==> config.mk <==
export PLATFORM = sky130hd
export DESIGN_NAME = ro_freq_meter_flat
export DESIGN_NICKNAME = d
export VERILOG_FILES = /design/src/rtl/ro_freq_meter_if.sv /design/src/rtl/ro_freq_meter.sv /design/src/flat_wrapper.sv
export SDC_FILE = /design/constraint.sdc
export NUM_CORES = 1
export LEC_CHECK = 0
export CORE_ASPECT_RATIO = 0.6
export CORE_UTILIZATION = 40
export CTS_BUF_LIST = sky130_fd_sc_hd__clkbuf_8
export CTS_CLUSTER_DIAMETER = 120
export DETAILED_ROUTE_END_ITERATION = 16
export GPL_TIMING_DRIVEN = 1
export SYNTH_ARGS = -nofsm -noshare
export SYNTH_HDL_FRONTEND = slang
export SYNTH_SLANG_ARGS = --single-unit
==> constraint.sdc <==
create_clock -name clk -period 5.8 [get_ports clk]
set_clock_uncertainty 0.05 [all_clocks]
set_input_delay 1.45 -clock clk [delete_from_list [all_inputs] [get_ports clk]]
set_output_delay 1.45 -clock clk [all_outputs]
set_load 0.05 [all_outputs]
==> src/rtl/ro_freq_meter_if.sv <==
`timescale 1ns/1ps
`default_nettype none
// ============================================================================
//  Module      : ro_freq_meter_if
//  Description : Measurement handshake bundle of ro_freq_meter.
//                start         - request a measurement (consumer -> meter)
//                busy          - measurement in progress (meter -> consumer)
//                done          - one-cycle pulse, count/ovf updated
//                count[CNT_W]  - rising edges seen in the last window
//                ovf           - last window saturated the counter
//                Modport "master" is the consumer side, "slave" the meter.
//  Revision    : 1.0  initial release
// ============================================================================
interface ro_freq_meter_if #(
  parameter int CNT_W = 26
);
  logic             start;
  logic             busy;
  logic             done;
  logic [CNT_W-1:0] count;
  logic             ovf;

  modport master (
    output start,
    input  busy,
    input  done,
    input  count,
    input  ovf
  );

  modport slave (
    input  start,
    output busy,
    output done,
    output count,
    output ovf
  );
endinterface
`default_nettype wire

==> src/rtl/ro_freq_meter.sv <==
`timescale 1ns/1ps
`default_nettype none
// ============================================================================
//  Module      : ro_freq_meter
//  Description : Ring-oscillator frequency meter for PUF response logic.
//                Enables the RO, lets it settle, then counts its rising
//                edges over a fixed window of clk cycles and reports the
//                count through a start/busy/done handshake.
//  Ports       : clk    - global clock
//                rst    - asynchronous reset, active-high
//                ro_in  - raw RO output, asynchronous to clk
//                ro_en  - registered, glitch-free enable to the RO
//                bus    - handshake bundle (start/busy/done/count/ovf)
//  Revision    : 1.0  initial release
// ============================================================================
module ro_freq_meter #(
  parameter int CNT_W         = 26,
  parameter int WINDOW        = 2**20,
  parameter int SETTLE_CYCLES = 16
) (
  input  logic              clk,
  input  logic              rst,
  input  logic              ro_in,
  output logic              ro_en,
  ro_freq_meter_if.slave    bus
);

  localparam int c_win_w = $clog2(WINDOW + 1);
  localparam int c_set_w = $clog2(SETTLE_CYCLES + 1);

  localparam logic [c_win_w-1:0] c_win_last = c_win_w'(WINDOW - 1);
  localparam logic [c_set_w-1:0] c_set_last = c_set_w'(SETTLE_CYCLES - 1);
  localparam logic [CNT_W-1:0]   c_acc_max  = {CNT_W{1'b1}};

  localparam logic [1:0] c_st_idle    = 2'd0;
  localparam logic [1:0] c_st_settle  = 2'd1;
  localparam logic [1:0] c_st_measure = 2'd2;
  localparam logic [1:0] c_st_done    = 2'd3;

  logic [1:0]         r_state;
  logic [c_set_w-1:0] r_set_cnt;
  logic [c_win_w-1:0] r_win_cnt;
  logic [CNT_W-1:0]   r_acc;
  logic               r_sat;
  logic [CNT_W-1:0]   r_count;
  logic               r_ovf;
  logic               r_done;
  logic               r_busy;
  logic               r_ro_en;

  logic               r_s1;
  logic               r_s2;
  logic               r_s3;
  logic               w_edge;

  logic [CNT_W-1:0]   w_acc_nxt;
  logic               w_sat_nxt;

  // --------------------------------------------------------------------------
  // RO synchroniser. s1/s2 resolve metastability; s3 is the delayed copy used
  // for rising-edge detection. ROs faster than clk/2 alias undetected.
  // --------------------------------------------------------------------------
  always_ff @(posedge clk or posedge rst) begin
    if (rst) begin
      r_s1 <= 1'b0;
      r_s2 <= 1'b0;
      r_s3 <= 1'b0;
    end else begin
      r_s1 <= ro_in;
      r_s2 <= r_s1;
      r_s3 <= r_s2;
    end
  end

  assign w_edge = r_s2 & ~r_s3;

  // --------------------------------------------------------------------------
  // Saturating accumulator step. At full scale the count freezes and any
  // further edge only raises the sticky saturation flag.
  // --------------------------------------------------------------------------
  always_comb begin
    w_acc_nxt = r_acc;
    w_sat_nxt = r_sat;
    if (w_edge) begin
      if (r_acc == c_acc_max) begin
        w_sat_nxt = 1'b1;
      end else begin
        w_acc_nxt = r_acc + CNT_W'(1);
      end
    end
  end

  // --------------------------------------------------------------------------
  // Control FSM. Outputs are registered and updated alongside the state so
  // that ro_en never glitches and count/ovf are already valid in the DONE
  // cycle: the last MEASURE cycle loads them with the final accumulator step.
  // --------------------------------------------------------------------------
  always_ff @(posedge clk or posedge rst) begin
    if (rst) begin
      r_state   <= c_st_idle;
      r_set_cnt <= '0;
      r_win_cnt <= '0;
      r_acc     <= '0;
      r_sat     <= 1'b0;
      r_count   <= '0;
      r_ovf     <= 1'b0;
      r_done    <= 1'b0;
      r_busy    <= 1'b0;
      r_ro_en   <= 1'b0;
    end else begin
      r_done <= 1'b0;
      case (r_state)
        c_st_idle: begin
          if (bus.start) begin
            r_state   <= c_st_settle;
            r_acc     <= '0;
            r_sat     <= 1'b0;
            r_set_cnt <= '0;
            r_win_cnt <= '0;
            r_busy    <= 1'b1;
            r_ro_en   <= 1'b1;
          end
        end

        // RO runs and the synchroniser flushes; edges here are not counted.
        c_st_settle: begin
          if (r_set_cnt == c_set_last) begin
            r_state   <= c_st_measure;
            r_set_cnt <= '0;
          end else begin
            r_set_cnt <= r_set_cnt + c_set_w'(1);
          end
        end

        c_st_measure: begin
          r_acc <= w_acc_nxt;
          r_sat <= w_sat_nxt;
          if (r_win_cnt == c_win_last) begin
            r_state <= c_st_done;
            r_count <= w_acc_nxt;
            r_ovf   <= w_sat_nxt;
            r_done  <= 1'b1;
            r_busy  <= 1'b0;
            r_ro_en <= 1'b0;
          end else begin
            r_win_cnt <= r_win_cnt + c_win_w'(1);
          end
        end

        // Single result cycle; a held start is only re-sampled from IDLE,
        // which yields one IDLE cycle between back-to-back measurements.
        c_st_done: begin
          r_state <= c_st_idle;
        end

        default: begin
          r_state <= c_st_idle;
        end
      endcase
    end
  end

  assign ro_en     = r_ro_en;
  assign bus.busy  = r_busy;
  assign bus.done  = r_done;
  assign bus.count = r_count;
  assign bus.ovf   = r_ovf;

endmodule
`default_nettype wire

==> src/flat_wrapper.sv <==
// flat-port wrapper written by rule: the top's interface ports become plain ports
module ro_freq_meter_flat 
#(
  parameter int CNT_W         = 26,
  parameter int WINDOW        = 2**20,
  parameter int SETTLE_CYCLES = 16
)
  (clk, rst, ro_in, ro_en, bus_start, bus_busy, bus_done, bus_count, bus_ovf);
  ro_freq_meter_if #(.CNT_W(CNT_W)) bus_i ();
  input  logic clk;
  input  logic rst;
  input  logic ro_in;
  output logic ro_en;
  input wire logic [$bits(bus_i.start)-1:0] bus_start;
  output wire logic [$bits(bus_i.busy)-1:0] bus_busy;
  output wire logic [$bits(bus_i.done)-1:0] bus_done;
  output wire logic [$bits(bus_i.count)-1:0] bus_count;
  output wire logic [$bits(bus_i.ovf)-1:0] bus_ovf;
  assign bus_i.start = bus_start;
  assign bus_busy = bus_i.busy;
  assign bus_done = bus_i.done;
  assign bus_count = bus_i.count;
  assign bus_ovf = bus_i.ovf;
  ro_freq_meter #(.CNT_W(CNT_W), .WINDOW(WINDOW), .SETTLE_CYCLES(SETTLE_CYCLES)) u_core (.clk(clk), .rst(rst), .ro_in(ro_in), .ro_en(ro_en), .bus(bus_i));
endmodule
==> results of run 1 <==
==> stage by stage <==
stage	setup WS (ns)	util	hold WS [ns]	cells	total power, µW
after floorplan	2.05	-	0.281	519	1010
after global placement	2.02	0.457	0.284	688	1130
after detailed placement	1.96	0.457	0.287	688	1140
after CTS	2.35	0.477	0.314	704	1640
after global routing	2.17	0.477	0.323	704	1720
final	2.32	0.477	0.313	704	1630
==> how the worst max path moves through the flow <==
stage,startpoint,to,depth (start not counted)
2_1_floorplan,rst,u_core.bus.busy$_DFFE_PP0P_,1
3_3_place_gp,bus_start,u_core.r_win_cnt[17]$_DFFE_PP0P_,6
3_5_place_dp,bus_start,u_core.r_win_cnt[17]$_DFFE_PP0P_,6
4_1_cts,bus_start,u_core.r_win_cnt[17]$_DFFE_PP0P_,6
5_1_grt,bus_start,u_core.r_win_cnt[17]$_DFFE_PP0P_,6
6_report,bus_start,u_core.r_win_cnt[17]$_DFFE_PP0P_,6
==> layout make-up <==
type / count / area share
clock inverters: 5 / 0.0146
repair buffers: 40 / 0.0699
clock buffers: 11 / 0.0276
multi-input cells: 383 / 0.442
flip-flops and latches: 87 / 0.397
inverters: 18 / 0.0126
well taps: 160 / 0.0365
==> sequential cells by signal, summed over array words and instances (netlist names) <==
register,cells
u_core.bus.count,26
u_core.r_acc,26
u_core.r_win_cnt,21
u_core.r_set_cnt,5
u_core.r_state,2
u_core.bus.busy,1
u_core.bus.done,1
u_core.bus.ovf,1
u_core.r_s1,1
u_core.r_s2,1
u_core.r_s3,1
u_core.r_sat,1
==> cell families (layout without fill, tap and decap cells) <==
group	count (synthesis)	count (layout)	synth area share
compound gates	143	143	0.195
xor+xnor	22	22	0.0401
fa+ha+maj	6	6	0.0156
buf+inv	49	74	0.0435
flops	87	87	0.453
mux	10	10	0.0216
simple gates	202	202	0.231
==> power by group through the flow <==
stage               sequential, µW  combinational (µW)  clock, µW
floorplan                      678                 330          0
detailed placement             691                 454          0
global route                   686                 505        526
global placement               691                 435          0
CTS                            680                 452        506
finish                         681                 454        496
==> layer usage <==
layer | vias to the layer above | GRT usage | routed length (µm)
met5 | - | 0 | 0
met4 | 0 | 0.0532 | 89
met3 | 9 | 0.0517 | 1010
met2 | 147 | 0.266 | 4620
met1 | 1985 | 0.348 | 6520
li1 | 1962 | - | -
==> cells in the mapped netlist (9+ instances only) <==
cell	number	area, µm²
nand2b_1	9	56.3
or4_1	10	75.1
nand4_1	14	87.6
nand2_1	60	225
dfrtp_1	87	2180
nand3_1	27	135
a21oi_1	29	145
buf_2	10	50.1
a31oi_1	26	163
nor2_1	21	78.8
o21ai_0	43	215
or3_1	10	62.6
clkbuf_1	18	67.6
inv_1	17	63.8
xnor2_1	20	175
==> impl_metrics.toml, run 1 <==
[clock_tree]
clk_latency_ns = 0.38
cts_tree = "done"
cts_resized = 0
clkTransAtPathRegs_ns = 0.10
cts_setup_buffers = 0
cts_sinks = 87
hold_buffers = 0
numCtsBuffers = 9
clk_path_buf_depth = 2
root_buffer = "clkbuf_8"
htree_levels = 3

[global_routing]
overflow = 0
grt_max_degree = 57
grt_pass1_wl_um = 19900
grt_pass1_vias = 3635
antenna_found_initial = 0
grt_use_total = 0.212

[detailed_routing]
vias = 4103
viasPerCell = 5.83
ant_nets = 0
route.detailed.drc = 0
drtIter0Drc = 373
drt_wl_total_um = 12200
drt_first_pass_iters = 5
post_drt_wl_per_cell_um = 17.4

[finish]
antenna_cells = 0
ff_latch_area_um2 = 2180
fin_area_um2 = 5480
nets = 549
multiInputGateArea_um2 = 2420
final_cell_mix = "dfrtp_1 (87), nand2_1 (60), o21ai_0 (43)"
layout_commonest_cell = "dfrtp_1"
drive_gt1_frac = 0.0772
syn2layout_area_growth_pct = 14.0
n_fill_cell = 1094

[pwr]
ir_drop_v = 0.000303
p_switching_uw = 585
p_comb_frac = 0.279
p_int_uw = 1050
power_frac_clock = 0.304
switching_share = 0.358
power.density_nw_per_um2 = 298
leakage_uw = 0.00220
seq_power_share = 0.417

[place]
place_hpwl_um = 8570
place_area_um2 = 5250
portBuffers = 33
gp_congestion = 0.852

[critical_path]
cp_cell_sequence = "clkdlybuf4s50_1 > mux2_2 > and3_1 > nand2_1 > or4_1 > a21oi_1"
reg2reg_setup_slack_ns = 2.88
critPathCaptureType = "flip-flop"
crit_type = "in -> reg"
r2r_start = "u_core.r_acc[13]$_DFFE_PP0P_"
crit_family = "simple AND/OR/NAND/NOR gates"
slowest_delay_ns = 0.53
crit_slowest_cell = "clkdlybuf4s50_1"
worstPathArrival_ns = 3.73
startpoint_type = "input pin"
required_ns = 6.06
reg2reg_to = "u_core.bus.count[19]$_DFFE_PP0P_"
reg2regPathDepth = 5
cp_num_buf_inv = 1
cp_max_fo = 22

[sta]
final-setup-viol-count = 0
setup_tns_ns = 0
period_needed_ns = 3.48
hold_viol = 0
relSlewSlack = 0.256
slew_viol_final = 0
rsz0062_at_grt = "no"
fmax_mhz = 288
tightestPinTransition_ns = 1.11
period_share = 0.599

[hold_path]
hp-class = "reg -> reg"
hold_depth = 0
hold-path-endpoint = "u_core.r_s2$_DFF_PP0_"
hold_start = "u_core.r_s1$_DFF_PP0_"

[die]
rows = 30
core_um2 = 11500
die_y_um = 86.9
io_pins = 34
die_w_um = 144
die_area_um2 = 12500
initial_core_util = 0.418

[synth]
synth_nets = 529
yosys_warnings = 0
synth_seq_cells = 87
ys.flop_type = "dfrtp_1"
synth.avg_cell_area_um2 = 9.26
ys_async_sr_fraction = 1.00
synthDistinctLibCells = 59
ys_seq_area_frac = 0.453
synth_area_um2 = 4810
netlist_instances = 519
synth_edf_count = 0

[outcome]
status = "finished, final reports clean"

[job]
maxCapViolCount = 0
(Power assumes the default switching activity.)
==> run 2: changes to the inputs <==
clock period = 2.9 ns   (was 5.8 ns; I/O delays follow)
==> run 2 against run 1 <==
Global-route usage increased by 0.77 points. Final area up 1.5%. First-iteration DRC count increased by 28%. Critical path depth fell by 1. Sequential share of layout area shrank 0.60 points. Utilization is 0.73 points higher. Setup slack got worse by 1.8 ns. Clock-buffer cell count down 1. Combinational power is 120% higher. Critical path type is now reg -> reg. Critical endpoint is now u_core.bus.count[19]$_DFFE_PP0P_. Largest cell class unchanged.
==> impl_metrics.toml, run 2 (synthesized netlist as in run 1, its figures left out) <==
[place]
place_hpwl_um = 8970
place_area_um2 = 5370
portBuffers = 33
gp_congestion = 0.889

[sta]
hold_viol = 0
rsz0062_at_grt = "no"
setup_tns_ns = 0
fmax_mhz = 416
period_share = 0.829
tightestPinTransition_ns = 0.575
slew_viol_final = 0
relSlewSlack = 0.606
final-setup-viol-count = 0
period_needed_ns = 2.40

[finish]
final_cell_mix = "dfrtp_1 (87), nand2_1 (60), o21ai_0 (43)"
n_fill_cell = 1101
nets = 562
layout_commonest_cell = "dfrtp_1"
antenna_cells = 0
drive_gt1_frac = 0.0952
syn2layout_area_growth_pct = 15.8
fin_area_um2 = 5560

[clock_tree]
clkTransAtPathRegs_ns = 0.09
clk_path_buf_depth = 2
numCtsBuffers = 9
clk_latency_ns = 0.36
cts_tree = "done"
cts_setup_buffers = 0
cts_resized = 0
cts_sinks = 87
htree_levels = 3
root_buffer = "clkbuf_8"
hold_buffers = 0

[critical_path]
worstPathArrival_ns = 2.65
cp_cell_sequence = "nand4_1 > nor2b_1 > o2111ai_1 > or4_1 > nand3_1"
startpoint_type = "flip-flop"
slowest_delay_ns = 0.55
required_ns = 3.15
cp_num_buf_inv = 0
path_depth = 5
cp_max_fo = 8
reg2regPathDepth = 5
critPathCaptureType = "flip-flop"
crit_type = "reg -> reg"
crit_family = "simple AND/OR/NAND/NOR gates"
crit_slowest_cell = "nor2b_1"

[detailed_routing]
viasPerCell = 5.93
drt_first_pass_iters = 6
ant_nets = 0
vias = 4250
drtIter0Drc = 479
drt_wl_total_um = 12500
route.detailed.drc = 0
post_drt_wl_per_cell_um = 17.5

[die]
initial_core_util = 0.418
core_um2 = 11500
die_w_um = 144
die_area_um2 = 12500
die_y_um = 86.9
io_pins = 34
rows = 30

[global_routing]
grt_use_total = 0.220
antenna_found_initial = 0
overflow = 0
grt_pass1_wl_um = 20700
grt_max_degree = 45
grt_pass1_vias = 3901

[hold_path]
hp-class = "reg -> reg"
hold_depth = 0

[pwr]
ir_drop_v = 0.000419
power.density_nw_per_um2 = 575
leakage_uw = 0.00226

[outcome]
status = "finished, final reports clean"

[job]
maxCapViolCount = 0
==> run 2: area by class of cell <==
type                       instances  area [µm²]  area share
clock inverter                     6        52.6     0.00944
inverter                          18        71.3      0.0128
timing repair buffer              53         505      0.0908
multi-input combinational        383        2420       0.435
sequential                        87        2180       0.391
clock buffer                      10         138      0.0247
tap                              160         200      0.0360
==> run 2: worst paths after layout <==
path | start | endpoint | slack, ns
max reg2reg | u_core.r_acc[13]$_DFFE_PP0P_ | u_core.bus.count[19]$_DFFE_PP0P_ | 0.50
max | u_core.r_acc[13]$_DFFE_PP0P_ | u_core.bus.count[19]$_DFFE_PP0P_ | 0.50
min in group asynchronous | rst | u_core.r_acc[18]$_DFFE_PP0P_ | 0.69
min | u_core.r_s1$_DFF_PP0_ | u_core.r_s2$_DFF_PP0_ | 0.30
min reg2reg | u_core.r_s1$_DFF_PP0_ | u_core.r_s2$_DFF_PP0_ | 0.30
max in group asynchronous | rst | u_core.bus.count[10]$_DFFE_PP0P_ | 1.53
==> run 2: stage by stage <==
stage,setup WS [ns],total power (µW),instances,util,hold WS (ns)
2_1_floorplan,0.800,2010,519,-,0.281
3_3_place_gp,0.380,2320,701,0.468,0.283
3_5_place_dp,0.322,2350,701,0.468,0.293
4_1_cts,0.520,3210,717,0.484,0.318
5_1_grt,0.349,3390,717,0.484,0.333
6_report,0.496,3200,717,0.484,0.304
==> run 2: layer usage <==
layer | part of all wire | global-route usage | vias to the layer above
met3 | 0.080 | 0.0605 | 11
met5 | 0 | 0 | -
li1 | - | - | 1985
met1 | 0.53 | 0.355 | 2077
met2 | 0.38 | 0.275 | 177
met4 | 0.0091 | 0.0580 | 0
==> run 2: where the power goes <==
group          switching, µW  internal, µW
clock network            444           412
logic                    650           329
registers               83.9          1280
